### src/rtl/universal_add_sub_if.sv
// Operand/result bundle for the registered add/subtract primitive.
// The master drives the operands and mode; the slave returns the registered result and flags.
interface universal_add_sub_if #(
    parameter int unsigned WIDTH = 4
);
    logic [WIDTH-1:0] A;
    logic [WIDTH-1:0] B;
    logic             MODE;
    logic [WIDTH-1:0] Result;
    logic             Cout;
    logic             Overflow;

    modport master (
        output A,
        output B,
        output MODE,
        input  Result,
        input  Cout,
        input  Overflow
    );

    modport slave (
        input  A,
        input  B,
        input  MODE,
        output Result,
        output Cout,
        output Overflow
    );
endinterface

### src/rtl/universal_add_sub.sv
// Registered two's-complement adder/subtractor built from a ripple-carry chain.
// MODE=1 inverts B and injects a carry-in, so the chain computes A + ~B + 1.
module universal_add_sub #(
    parameter int unsigned WIDTH = 4
) (
    input  logic                clk,
    input  logic                rst,
    universal_add_sub_if.slave  io_bus
);

    logic [WIDTH-1:0] w_b_eff;
    logic [WIDTH-1:0] w_sum;
    logic [WIDTH:0]   w_carry;

    logic [WIDTH-1:0] r_result;
    logic             r_cout;
    logic             r_overflow;

    always_comb begin
        w_b_eff    = io_bus.B ^ {WIDTH{io_bus.MODE}};
        w_sum      = '0;
        w_carry    = '0;
        w_carry[0] = io_bus.MODE;
        for (int i = 0; i < WIDTH; i++) begin
            w_sum[i]       = io_bus.A[i] ^ w_b_eff[i] ^ w_carry[i];
            w_carry[i + 1] = (io_bus.A[i] & w_b_eff[i]) | (io_bus.A[i] & w_carry[i]) |
                             (w_b_eff[i] & w_carry[i]);
        end
    end

    always_ff @(posedge clk or posedge rst) begin
        if (rst) begin
            r_result   <= '0;
            r_cout     <= 1'b0;
            r_overflow <= 1'b0;
        end else begin
            r_result   <= w_sum;
            r_cout     <= w_carry[WIDTH];
            // Signed overflow: carry into the MSB disagrees with carry out of it.
            r_overflow <= w_carry[WIDTH] ^ w_carry[WIDTH - 1];
        end
    end

    assign io_bus.Result   = r_result;
    assign io_bus.Cout     = r_cout;
    assign io_bus.Overflow = r_overflow;

endmodule

### src/flat_wrapper.sv
// flat-port wrapper written by rule: the top's interface ports become plain ports
module universal_add_sub_flat 
#(
    parameter int unsigned WIDTH = 4
)
  (clk, rst, io_bus_A, io_bus_B, io_bus_MODE, io_bus_Result, io_bus_Cout, io_bus_Overflow);
  universal_add_sub_if #(.WIDTH(WIDTH)) io_bus_i ();
  input  logic clk;
  input  logic rst;
  input wire logic [$bits(io_bus_i.A)-1:0] io_bus_A;
  input wire logic [$bits(io_bus_i.B)-1:0] io_bus_B;
  input wire logic [$bits(io_bus_i.MODE)-1:0] io_bus_MODE;
  output wire logic [$bits(io_bus_i.Result)-1:0] io_bus_Result;
  output wire logic [$bits(io_bus_i.Cout)-1:0] io_bus_Cout;
  output wire logic [$bits(io_bus_i.Overflow)-1:0] io_bus_Overflow;
  assign io_bus_i.A = io_bus_A;
  assign io_bus_i.B = io_bus_B;
  assign io_bus_i.MODE = io_bus_MODE;
  assign io_bus_Result = io_bus_i.Result;
  assign io_bus_Cout = io_bus_i.Cout;
  assign io_bus_Overflow = io_bus_i.Overflow;
  universal_add_sub #(.WIDTH(WIDTH)) u_core (.clk(clk), .rst(rst), .io_bus(io_bus_i));
endmodule
### config.mk
export PLATFORM = sky130hd
export DESIGN_NAME = universal_add_sub_flat
export DESIGN_NICKNAME = d
export VERILOG_FILES = /design/src/rtl/universal_add_sub_if.sv /design/src/rtl/universal_add_sub.sv /design/src/flat_wrapper.sv
export SDC_FILE = /design/constraint.sdc
export NUM_CORES = 1
export LEC_CHECK = 0
export ABC_AREA = 1
export CAP_MARGIN = 20
export CORE_AREA = 3 3 40 42
export CTS_CLUSTER_SIZE = 28
export DETAILED_ROUTE_END_ITERATION = 10
export DIE_AREA = 0 0 43 45
export PLACE_DENSITY = 0.59
export SYNTH_ARGS = -nofsm -noshare
export SYNTH_HDL_FRONTEND = slang
export SYNTH_SLANG_ARGS = --single-unit
### constraint.sdc
create_clock -name clk -period 0.8 [get_ports clk]
set_input_delay 0.16 -clock clk [delete_from_list [all_inputs] [get_ports clk]]
set_output_delay 0.16 -clock clk [all_outputs]
set_load 0.03 [all_outputs]
==> summary by stage <==
Synth
Yosys mapped a number of flops with a built-in enable equal to 0. By area the synthesized netlist is led by sky130_fd_sc_hd__dfrtp_1, sky130_fd_sc_hd__nand2_1, sky130_fd_sc_hd__fa_1. Ranked by instance count, the synthesized netlist is headed by sky130_fd_sc_hd__nand2_1, sky130_fd_sc_hd__inv_1, sky130_fd_sc_hd__dfrtp_1. Yosys printed 0 warnings. The mean cell area of the mapped netlist is between 8 and 9 um^2. The post-synthesis sequential area ratio is 46.5%. The synthesized design devotes to its leading area cell type around 47% of total area. Counting flops with an async set or reset pin after synthesis yields a share of 100%. In the synthesized netlist the dominant register cell turns out to be sky130_fd_sc_hd__dfrtp_1.

The number of nets produced by synthesis is 53. In the synthesized netlist, the number of instances is 39. The cell with the most instances after synthesis is sky130_fd_sc_hd__nand2_1. The cell area after technology mapping is 323 um^2. The dominant cell type by area after synthesis is sky130_fd_sc_hd__dfrtp_1. The number of synthesized register bits is 6. The number of different library cells used by synthesis comes to 5.

Die
The die covers 1940 um^2. In this run the horizontal extent of the chip is 43 um. The count of standard-cell rows is 13.

The height of the chip is 45 um. The count of pins on the block boundary is 17. The core region is 1280 um^2. The effective utilization at floorplan is between 20 and 30%.

Final layout
The net count of the finished layout is 78. The fraction of layout cells with a size suffix above 1 is 58.1%. The number of antenna repair diodes is 0. The layout overhead on the synthesized area is 94.6%.

Power and ir drop
Across the VDD grid, the largest voltage drop is 0.479 mV. The leakage power of the design is 0.345 nW. In this run the power density over the cells is around 1700 nW/um^2.

The total power after layout is about 1.1 mW.

Clocking
Counting along the longest clock path gives a buffer depth of 2. The root buffer cell is sky130_fd_sc_hd__clkbuf_4. CTS built an H-tree with a depth of 1. TritonCTS built the clock tree. The TritonCTS buffer count is 3. After clock tree synthesis, the clock-pin slew on the worst setup and hold paths is 0.04 ns. Counting every sink on the clock net gives 6.

Worst setup path
The critical path launch point type is a primary input. The worst endpoint data arrival time is about 1.5 ns. The largest stage delay on the critical path is 0.35 ns. The most critical setup path has its endpoint at u_core.io_bus.Overflow$_DFF_PP0_. Walking the worst path, the cells encountered are buf_12 -> inv_8 -> nand2_4 -> nand2_4 -> fa_2 -> inv_2 -> fa_2 -> inv_2 -> fa_2 -> nand2_1 -> nand2_1. Tracing the worst setup path back leads to its startpoint at io_bus_MODE. In this run the number of cells on the critical path is 11. Data on the critical path is required at its endpoint by 0.92 ns. The critical path's slowest cell is sky130_fd_sc_hd__fa_2.

The critical path in this run is classified as primary input to register. The largest delay contributor family on the critical path is adder cells. Of all nets on the critical path, the largest fanout is 4. The number of buffer and inverter instances along the worst setup path is 4.

The worst setup path is captured at a register. The most numerous cell type found on the critical path is sky130_fd_sc_hd__fa_2.

STA
The final critical path takes up 176% of the cycle. Setup repair after global routing could not meet its margin everywhere. At the pin with the least slew margin, the transition time is 0.211 ns. The count of pins over their slew limit was 0. Measured against its own limit, the worst slew margin works out to 85.9%.

Setup slack on the critical path of the routed design comes to -0.611 ns. The achievable frequency is about 710 MHz. Setup violations remaining at the end of the flow were counted as 10. For the finished layout, the period the worst path requires is approximately 1.4 ns.

The final count of hold timing violations is 0.

Global route
The maximum number of pins on one net before global-route repair is 7. The initial antenna violation count is 0. Global routing finished with a remaining overflow of 0. For this run, the total global-route usage over all layers was measured as between 8 and 9%. The via count of the first global-routing pass was 309. The global-route wire length before repair is 1170 um.

Routing
The routed design has 626 um of wire. After detailed routing, the average wire length per cell comes to 8.13 um. The first detailed-routing pass took 4 iterations. The count of nets left with antenna violations once routing finished came out at 0.

The total number of vias is 300. After detailed routing, the number of remaining DRC violations is 0. For this block, the initial DRC count from the detailed router was 5. Using the TritonRoute via totals, the vias-per-cell ratio works out to 3.90.

Place
Once detailed placement completed, the half-perimeter wirelength came to 550 um. Timing analysis after detailed placement gives a worst setup slack of -1.38 ns. The weighted congestion reported at the end of routability-driven placement is around 0.61. Buffers placed on the I/O ports in this run total 16.

Status
The run finished, with violations left. The checks that failed: setup timing.

Worst hold path
The kind of path behind the tightest hold check is primary input to async pin.

Flow run
The tool flagged a number of max-cap violations equal to 0.
cell families (layout without fill, tap and decap cells):
kind of cell  after synthesis  count (layout)  synth area share (%)
fa+ha+maj                   3               3                  18.6
buf+inv                    12              35                  14.0
flops                       6               6                  46.5
simple gates               18              18                  20.9
power breakdown:
group / total, mW / internal (mW) / switching [mW]
Sequential: 0.379 / 0.358 / 0.0214
Clock: 0.263 / 0.169 / 0.0943
Combinational: 0.454 / 0.217 / 0.237
final cells by class:
| class | instances | area, um^2 |
|---|---|---|
| timing repair buffer | 20 | 201 |
| sequential | 6 | 150 |
| fill | 127 | 657 |
| inverter | 12 | 67.6 |
| multi-input combinational | 21 | 168 |
| tap | 15 | 18.8 |
| clock buffer | 3 | 22.5 |
metal layers:
layer	track usage, %	vias to the layer above	share of wire [%]
li1	-	153	-
met1	9.45	129	34
met2	14.1	16	51
met3	3.59	2	13
met4	5.42	0	2.2
met5	0	-	0
registers in the layout, summed over array words and instances (netlist names):
register / count
u_core.io_bus.Overflow: 1
u_core.io_bus.Cout: 1
u_core.io_bus.Result: 4
placed cells by master (no fill, tap or decap):
| master | n |
|---|---|
| sky130_fd_sc_hd__nand2_1 | 11 |
| sky130_fd_sc_hd__nand2_2 | 4 |
| sky130_fd_sc_hd__buf_4 | 4 |
| sky130_fd_sc_hd__clkbuf_4 | 3 |
| sky130_fd_sc_hd__dlygate4sd2_1 | 1 |
| sky130_fd_sc_hd__buf_12 | 1 |
| sky130_fd_sc_hd__inv_2 | 5 |
| sky130_fd_sc_hd__inv_1 | 4 |
| sky130_fd_sc_hd__fa_2 | 3 |
| sky130_fd_sc_hd__inv_8 | 3 |
| sky130_fd_sc_hd__clkbuf_2 | 2 |
| sky130_fd_sc_hd__nand2_4 | 3 |
| sky130_fd_sc_hd__buf_6 | 8 |
| sky130_fd_sc_hd__clkdlybuf4s50_1 | 3 |
| sky130_fd_sc_hd__dfrtp_1 | 6 |
| sky130_fd_sc_hd__dlymetal6s2s_1 | 1 |
timing repair:
item | 4_1_cts | 5_1_grt
endpoints found under the setup margin | 11 | 11
hold buffers | 0 | 0
setup buffers | 2 | 0
pin swaps | 9 | 8
resized for setup | 26 | 18
through the flow:
step / std cells / util [%] / area [um^2] / hold WS [ns] / TNS, ns
after floorplan: 39 / - / 363 / -0.0490 / -2.37
after global placement: 73 / 42.7 / 549 / 0.389 / -5.92
after detailed placement: 73 / 42.7 / 549 / 0.382 / -6.04
after CTS: 78 / 47.4 / 609 / 0.134 / -3.02
after global routing: 77 / 48.9 / 628 / 0.155 / -3.01
final: 77 / 48.9 / 628 / 0.134 / -2.59
how the worst min path moves through the flow:
stage	from	to	cells after the start
final	rst	u_core.io_bus.Result[1]$_DFF_PP0_	2
after floorplan	rst	u_core.io_bus.Cout$_DFF_PP0_	1
after global routing	rst	u_core.io_bus.Result[1]$_DFF_PP0_	2
after detailed placement	rst	u_core.io_bus.Result[1]$_DFF_PP0_	2
after global placement	rst	u_core.io_bus.Result[0]$_DFF_PP0_	2
after CTS	rst	u_core.io_bus.Result[3]$_DFF_PP0_	2
Power figures use the tool's default switching activity.
